==> src/rtl/vga_timing_gen_if.sv <==
// rtl/vga_timing_gen_if.sv - raster timing bundle between vga_timing_gen and its consumers
//
// Carries the pixel clock-enable, the raster counters, the undelayed
// sync/valid flags, the frame marker and the pipeline-aligned copies of
// sync/valid.
//   master: driven by vga_timing_gen
//   slave : observed by the address generator / DAC output stage
interface vga_timing_gen_if;
    logic       pix_tick;
    logic [9:0] h_cnt;
    logic [9:0] v_cnt;
    logic       valid;
    logic       hsync;
    logic       vsync;
    logic       frame_start;
    logic       hsync_d;
    logic       vsync_d;
    logic       valid_d;

    modport master (
        output pix_tick, h_cnt, v_cnt, valid, hsync, vsync, frame_start,
               hsync_d, vsync_d, valid_d
    );

    modport slave (
        input  pix_tick, h_cnt, v_cnt, valid, hsync, vsync, frame_start,
               hsync_d, vsync_d, valid_d
    );
endinterface

==> src/rtl/vga_timing_gen.sv <==
// rtl/vga_timing_gen.sv - VGA raster timing generator with aligned sync/valid delay line
//
// Divides clk by CLK_DIV into a pixel clock-enable and walks h_cnt/v_cnt
// over the full raster. Sync and valid flags are registered so they match
// the counters presented on the same cycle. A PIPE_DLY-tick shift register
// re-aligns the flags with downstream address/RAM latency.
//   clk  : system clock
//   rst  : synchronous active-high reset
//   vif  : master side of vga_timing_gen_if (pix_tick, h_cnt, v_cnt, valid,
//          hsync, vsync, frame_start, hsync_d, vsync_d, valid_d)
module vga_timing_gen #(
    parameter int CLK_DIV  = 4,
    parameter int H_DISP   = 640,
    parameter int H_FP     = 16,
    parameter int H_SYNC   = 96,
    parameter int H_BP     = 48,
    parameter int V_DISP   = 480,
    parameter int V_FP     = 10,
    parameter int V_SYNC   = 2,
    parameter int V_BP     = 33,
    parameter int PIPE_DLY = 2
) (
    input  logic               clk,
    input  logic               rst,
    vga_timing_gen_if.master   vif
);
    localparam int H_TOTAL = H_DISP + H_FP + H_SYNC + H_BP;
    localparam int V_TOTAL = V_DISP + V_FP + V_SYNC + V_BP;

    localparam logic [3:0] DIV_MAX  = 4'(CLK_DIV - 1);
    localparam logic [9:0] H_MAX    = 10'(H_TOTAL - 1);
    localparam logic [9:0] V_MAX    = 10'(V_TOTAL - 1);
    localparam logic [9:0] H_VIS    = 10'(H_DISP);
    localparam logic [9:0] V_VIS    = 10'(V_DISP);
    localparam logic [9:0] HS_START = 10'(H_DISP + H_FP);
    localparam logic [9:0] HS_END   = 10'(H_DISP + H_FP + H_SYNC);
    localparam logic [9:0] VS_START = 10'(V_DISP + V_FP);
    localparam logic [9:0] VS_END   = 10'(V_DISP + V_FP + V_SYNC);

    logic [3:0] div_cnt;
    logic [9:0] h_cnt;
    logic [9:0] v_cnt;
    logic       hsync;
    logic       vsync;
    logic       valid;
    logic       pix_tick;
    logic       h_wrap;
    logic [9:0] h_nxt;
    logic [9:0] v_nxt;

    assign pix_tick = (div_cnt == DIV_MAX);
    assign h_wrap   = (h_cnt == H_MAX);
    assign h_nxt    = h_wrap ? 10'd0 : h_cnt + 10'd1;
    assign v_nxt    = !h_wrap ? v_cnt : ((v_cnt == V_MAX) ? 10'd0 : v_cnt + 10'd1);

    // Flags decode the *next* counter values so that, after the shared
    // tick edge, they describe the position now being presented. Reset
    // leaves (0,0) blanked; decoding takes over from the first tick.
    always_ff @(posedge clk) begin
        if (rst) begin
            div_cnt <= 4'd0;
            h_cnt   <= 10'd0;
            v_cnt   <= 10'd0;
            hsync   <= 1'b1;
            vsync   <= 1'b1;
            valid   <= 1'b0;
        end else begin
            div_cnt <= pix_tick ? 4'd0 : div_cnt + 4'd1;
            if (pix_tick) begin
                h_cnt <= h_nxt;
                v_cnt <= v_nxt;
                hsync <= !((h_nxt >= HS_START) && (h_nxt < HS_END));
                vsync <= !((v_nxt >= VS_START) && (v_nxt < VS_END));
                valid <= (h_nxt < H_VIS) && (v_nxt < V_VIS);
            end
        end
    end

    assign vif.pix_tick    = pix_tick;
    assign vif.h_cnt       = h_cnt;
    assign vif.v_cnt       = v_cnt;
    assign vif.hsync       = hsync;
    assign vif.vsync       = vsync;
    assign vif.valid       = valid;
    assign vif.frame_start = pix_tick && h_wrap && (v_cnt == V_MAX);

    generate
        if (PIPE_DLY == 0) begin : g_no_dly
            assign vif.hsync_d = hsync;
            assign vif.vsync_d = vsync;
            assign vif.valid_d = valid;
        end else begin : g_dly
            // Each stage holds {hsync, vsync, valid}; stage 0 captures the
            // flags of the pixel just ending, so the last stage lags by
            // exactly PIPE_DLY ticks. Reset flushes every stage to idle.
            logic [PIPE_DLY-1:0][2:0] dly;

            always_ff @(posedge clk) begin
                if (rst) begin
                    dly <= {PIPE_DLY{3'b110}};
                end else if (pix_tick) begin
                    dly[0] <= {hsync, vsync, valid};
                    for (int i = 1; i < PIPE_DLY; i++) begin
                        dly[i] <= dly[i-1];
                    end
                end
            end

            assign vif.hsync_d = dly[PIPE_DLY-1][2];
            assign vif.vsync_d = dly[PIPE_DLY-1][1];
            assign vif.valid_d = dly[PIPE_DLY-1][0];
        end
    endgenerate
endmodule

==> src/flat_wrapper.sv <==
// flat-port wrapper written by rule: the top's interface ports become plain ports
module vga_timing_gen_flat 
#(
    parameter int CLK_DIV  = 4,
    parameter int H_DISP   = 640,
    parameter int H_FP     = 16,
    parameter int H_SYNC   = 96,
    parameter int H_BP     = 48,
    parameter int V_DISP   = 480,
    parameter int V_FP     = 10,
    parameter int V_SYNC   = 2,
    parameter int V_BP     = 33,
    parameter int PIPE_DLY = 2
)
  (clk, rst, vif_pix_tick, vif_h_cnt, vif_v_cnt, vif_valid, vif_hsync, vif_vsync, vif_frame_start, vif_hsync_d, vif_vsync_d, vif_valid_d);
  vga_timing_gen_if vif_i ();
  input  logic clk;
  input  logic rst;
  output wire logic [$bits(vif_i.pix_tick)-1:0] vif_pix_tick;
  output wire logic [$bits(vif_i.h_cnt)-1:0] vif_h_cnt;
  output wire logic [$bits(vif_i.v_cnt)-1:0] vif_v_cnt;
  output wire logic [$bits(vif_i.valid)-1:0] vif_valid;
  output wire logic [$bits(vif_i.hsync)-1:0] vif_hsync;
  output wire logic [$bits(vif_i.vsync)-1:0] vif_vsync;
  output wire logic [$bits(vif_i.frame_start)-1:0] vif_frame_start;
  output wire logic [$bits(vif_i.hsync_d)-1:0] vif_hsync_d;
  output wire logic [$bits(vif_i.vsync_d)-1:0] vif_vsync_d;
  output wire logic [$bits(vif_i.valid_d)-1:0] vif_valid_d;
  assign vif_pix_tick = vif_i.pix_tick;
  assign vif_h_cnt = vif_i.h_cnt;
  assign vif_v_cnt = vif_i.v_cnt;
  assign vif_valid = vif_i.valid;
  assign vif_hsync = vif_i.hsync;
  assign vif_vsync = vif_i.vsync;
  assign vif_frame_start = vif_i.frame_start;
  assign vif_hsync_d = vif_i.hsync_d;
  assign vif_vsync_d = vif_i.vsync_d;
  assign vif_valid_d = vif_i.valid_d;
  vga_timing_gen #(.CLK_DIV(CLK_DIV), .H_DISP(H_DISP), .H_FP(H_FP), .H_SYNC(H_SYNC), .H_BP(H_BP), .V_DISP(V_DISP), .V_FP(V_FP), .V_SYNC(V_SYNC), .V_BP(V_BP), .PIPE_DLY(PIPE_DLY)) u_core (.clk(clk), .rst(rst), .vif(vif_i));
endmodule
==> config.mk <==
export PLATFORM = sky130hd
export DESIGN_NAME = vga_timing_gen_flat
export DESIGN_NICKNAME = d
export VERILOG_FILES = /design/src/rtl/vga_timing_gen_if.sv /design/src/rtl/vga_timing_gen.sv /design/src/flat_wrapper.sv
export SDC_FILE = /design/constraint.sdc
export NUM_CORES = 1
export LEC_CHECK = 0
export ABC_AREA = 1
export BUFFER_PORTS_ARGS = -buffer_cell sky130_fd_sc_hd__buf_2
export CORE_MARGIN = 3
export CORE_UTILIZATION = 56
export CTS_CLUSTER_SIZE = 30
export DETAILED_ROUTE_END_ITERATION = 8
export PLACE_DENSITY_LB_ADDON = 0.1
export SLEW_MARGIN = 20
export SYNTH_ARGS = -nofsm -noshare
export SYNTH_HDL_FRONTEND = slang
export SYNTH_SLANG_ARGS = --single-unit
==> constraint.sdc <==
create_clock -name clk -period 2.2 [get_ports clk]
set_input_delay 0.33 -clock clk [delete_from_list [all_inputs] [get_ports clk]]
set_output_delay 0.33 -clock clk [all_outputs]
set_load 0.02 [all_outputs]
==> load_flow_metrics.sql <==
INSERT INTO impl_metrics (metric_group, metric, value, unit) VALUES
('final_layout', 'final_common_cell', 'nand2_1', ''),
('final_layout', 'multi_input_comb_area', '1064', 'um^2'),
('grt', 'pin_count_of_the_biggest_net_entering_global_routing', '22', ''),
('synth', 'yosysTopAreaCell', 'dfxtp_1', ''),
('synth', 'asyncSetResetFlopFracSynth', '0', ''),
('final_layout', 'synthToLayoutAreaGrowth', '13.89', '%'),
('power', 'intPower', '777.7', 'uW'),
('timing', 'fin_skew', '0.01481', 'ns'),
('grt', 'antenna_found_initial', '0', ''),
('die', 'dieWidth', '63.85', 'um'),
('synth', 'number_of_enable_type_register_cells_in_the_synthesized_netlist', '0', ''),
('detailed_routing', 'drt-wirelength-per-cell', '12.68', 'um'),
('status', 'run_status', 'completed', ''),
('clocking', 'cts_max_level', '2', ''),
('final_layout', 'final_cell_mix', 'nand2_1 (63), inv_1 (31), dfxtp_1 (31)', ''),
('detailed_routing', 'dr.first_iter.drc_count', '141', ''),
('timing', 'report.final.setup_viol', '0', ''),
('die', 'io-pin-count', '30', ''),
('placement', 'dp_worst_setup_slack', '0.2719', 'ns'),
('clocking', 'clockRootBuffer', 'clkbuf_4', ''),
('synth', 'synth_area_leaders', 'dfxtp_1 (35%), nand2_1 (13%), inv_1 (6.4%)', ''),
('timing', 'final_min_period_over_clock_period', '0.9437', ''),
('die', 'die_height', '63.85', 'um'),
('worst_setup_path', 'worstPathRequired', '1.87', 'ns'),
('detailed_routing', 'drt_drc_violations_left', '0', ''),
('grt', 'global_route.usage.total', '0.2346', ''),
('timing', 'post-route-worst-setup-slack', '0.1238', 'ns'),
('detailed_routing', 'post_drt_via_cell_ratio', '5.334', ''),
('final_layout', 'seq_area', '663.1', 'um^2'),
('synth', 'synth_cells', '262', ''),
('clocking', 'clock-sinks', '33', ''),
('worst_setup_path', 'setup.worst_path.class', 'flip-flop to output pin', ''),
('synth', 'post_synth_num_cell_types', '30', ''),
('clocking', 'cts_buffers', '5', ''),
('hold_path', 'holdCritPathClass', 'input pin to flip-flop', ''),
('grt', 'overall_overflow_remaining_after_global_route', '0', ''),
('timing', 'slew_viol_final', '0', ''),
('placement', 'replace_congestion', '0.8805', ''),
('synth', 'fraction_of_the_yosys_area_taken_by_sequential_cells', '0.3525', ''),
('power', 'power_switching', '259.3', 'uW'),
('die', 'starting_density', '0.5992', ''),
('final_layout', 'finalNetCount', '304', ''),
('timing', 'hold_viol', '0', ''),
('synth', 'synth_net_count', '269', ''),
('die', 'floorplan.core_area', '3128', 'um^2'),
('worst_setup_path', 'timing.critical_path.from_type', 'flip-flop', ''),
('worst_setup_path', 'critPathCaptureType', 'output pin', ''),
('power', 'cellLeakagePower', '0.001001', 'uW'),
('timing', 'post-route-min-period', '2.076', 'ns'),
('placement', 'dp.final_hpwl', '3.235', 'mm'),
('worst_setup_path', 'worst_ep_arrival_time', '1.75', 'ns'),
('power', 'power_density', '485.8', 'nW/um^2'),
('synth', 'post-synth-top-area-fraction', '0.3525', ''),
('final_layout', 'final_layout_size_suffix_gt1_frac', '0.2492', ''),
('clocking', 'cts_hold_buffers', '0', ''),
('die', 'dieArea', '4077', 'um^2'),
('timing', 'worstMarginPinSlew', '0.7015', 'ns'),
('grt', 'grt_pass1_wl', '7.534', 'mm'),
('final_layout', 'insertedDiodeCount', '0', ''),
('clocking', 'cts_max_path_buffers', '2', ''),
('synth', 'synth.cell_area', '1874', 'um^2'),
('detailed_routing', 'postRouteAntennaNets', '0', ''),
('power', 'p_comb_frac', '0.063', ''),
('job', 'max_cap_viol_count', '0', ''),
('worst_setup_path', 'path_max_fanout', '6', ''),
('power', 'sequentialPowerShare', '0.595', ''),
('detailed_routing', 'first_pass_iters', '4', ''),
('synth', 'synthesis.area_per_instance', '7.154', 'um^2'),
('power', 'power.share.switching', '0.2500', ''),
('timing', 'final_sum_of_negative_setup_slack', '0', 'ns'),
('clocking', 'clk_latency', '0.34', 'ns');
final cells by class:
| type | count | area share |
|---|---|---|
| Tap cell | 44 | 0.02579 |
| Inverter | 34 | 0.06096 |
| Sequential cell | 33 | 0.3107 |
| Multi-Input combinational cell | 191 | 0.4982 |
| Timing Repair Buffer | 32 | 0.07855 |
| Clock buffer | 7 | 0.02579 |
synth_stat cells, types with 2 or more instances:
| cell | count |
|---|---|
| nand2_1 | 63 |
| dfxtp_1 | 33 |
| inv_1 | 32 |
| nor2_1 | 31 |
| nand3_1 | 21 |
| o22ai_1 | 11 |
| o21ai_0 | 8 |
| nand2_2 | 7 |
| nor2_2 | 7 |
| a21oi_1 | 6 |
| nand4_1 | 6 |
| ha_1 | 5 |
| nand3_2 | 5 |
| xor2_1 | 5 |
| buf_2 | 3 |
| a22o_1 | 2 |
| nand3b_1 | 2 |
| nor2_4 | 2 |
| o21ai_2 | 2 |
metrics by stage:
| step | hold WS (ns) | cells | util | cell area (um^2) |
|---|---|---|---|---|
| 2_1_floorplan | 0.3997 | 262 | - | 1874 |
| 3_3_place_gp | 0.4322 | 333 | 0.6584 | 2059 |
| 3_5_place_dp | 0.4459 | 333 | 0.6584 | 2059 |
| 4_1_cts | 0.2667 | 340 | 0.6764 | 2116 |
| 5_1_grt | 0.2641 | 341 | 0.6824 | 2135 |
| 6_report | 0.2686 | 341 | 0.6824 | 2135 |
cell families (layout without fill, tap and decap cells):
group | Yosys count | in the layout | share of synthesized area
and+or+nand+nor | 150 | 150 | 0.4039
buffers and inverters | 38 | 73 | 0.08545
DFF | 33 | 33 | 0.3525
AOI/OAI and AO/OA | 30 | 30 | 0.09680
xor gates and xnor gates | 6 | 6 | 0.02804
adders and majority gates | 5 | 5 | 0.03338
path summary, 6_finish.rpt:
kind,start,endpoint,slack (ns),cells past startpoint
worst max-delay path,u_core.vif.h_cnt[0]$_SDFFE_PP0P_,vif_frame_start,0.12,6
worst min register to register,u_core.g_dly.dly[2]$_SDFFE_PP1P_,u_core.vif.hsync_d$_SDFFE_PP1P_,0.45,2
worst min-delay path,rst,u_core.vif.v_cnt[0]$_SDFFE_PP0P_,0.27,2
worst max register to register,u_core.vif.h_cnt[0]$_SDFFE_PP0P_,u_core.vif.hsync$_SDFFE_PP1P_,0.29,10
layer usage:
layer | share of wire | track usage | up-vias
li1 | - | - | 919
met1 | 0.45 | 0.3079 | 842
met2 | 0.46 | 0.3626 | 51
met3 | 0.070 | 0.07206 | 7
met4 | 0.017 | 0.08086 | 0
met5 | 0 | 0 | -
worst max-delay path, stage by stage (launching register included):
cell and delay, ns:
dfxtp_2 0.40, ha_2 0.24, nand4_4 0.16, nor2_8 0.14, nand4_2 0.15, nor2_4 0.13
buf_2 0.17
sequential cells by signal, indices dropped and copies added (netlist names):
name / count
u_core.div_cnt: 4
u_core.g_dly.dly: 3
u_core.vif.h_cnt: 10
u_core.vif.hsync: 1
u_core.vif.hsync_d: 1
u_core.vif.v_cnt: 10
u_core.vif.valid: 1
u_core.vif.valid_d: 1
u_core.vif.vsync: 1
u_core.vif.vsync_d: 1
power by group through the flow:
stage	registers, uW	clock network [uW]	logic [uW]
after global placement	630	0	63.4
final	617	355	65.1
after global routing	619	396	74.8
after detailed placement	630	0	65.1
after floorplan	634	0	40.7
after CTS	617	361	65.3
repair_timing:
item	4_1_cts	5_1_grt
pin swaps	0	1
gates resized for setup	2	4
buffers inserted	0	1
endpoints found under the setup margin	1	1
(Power assumes the default switching activity.)
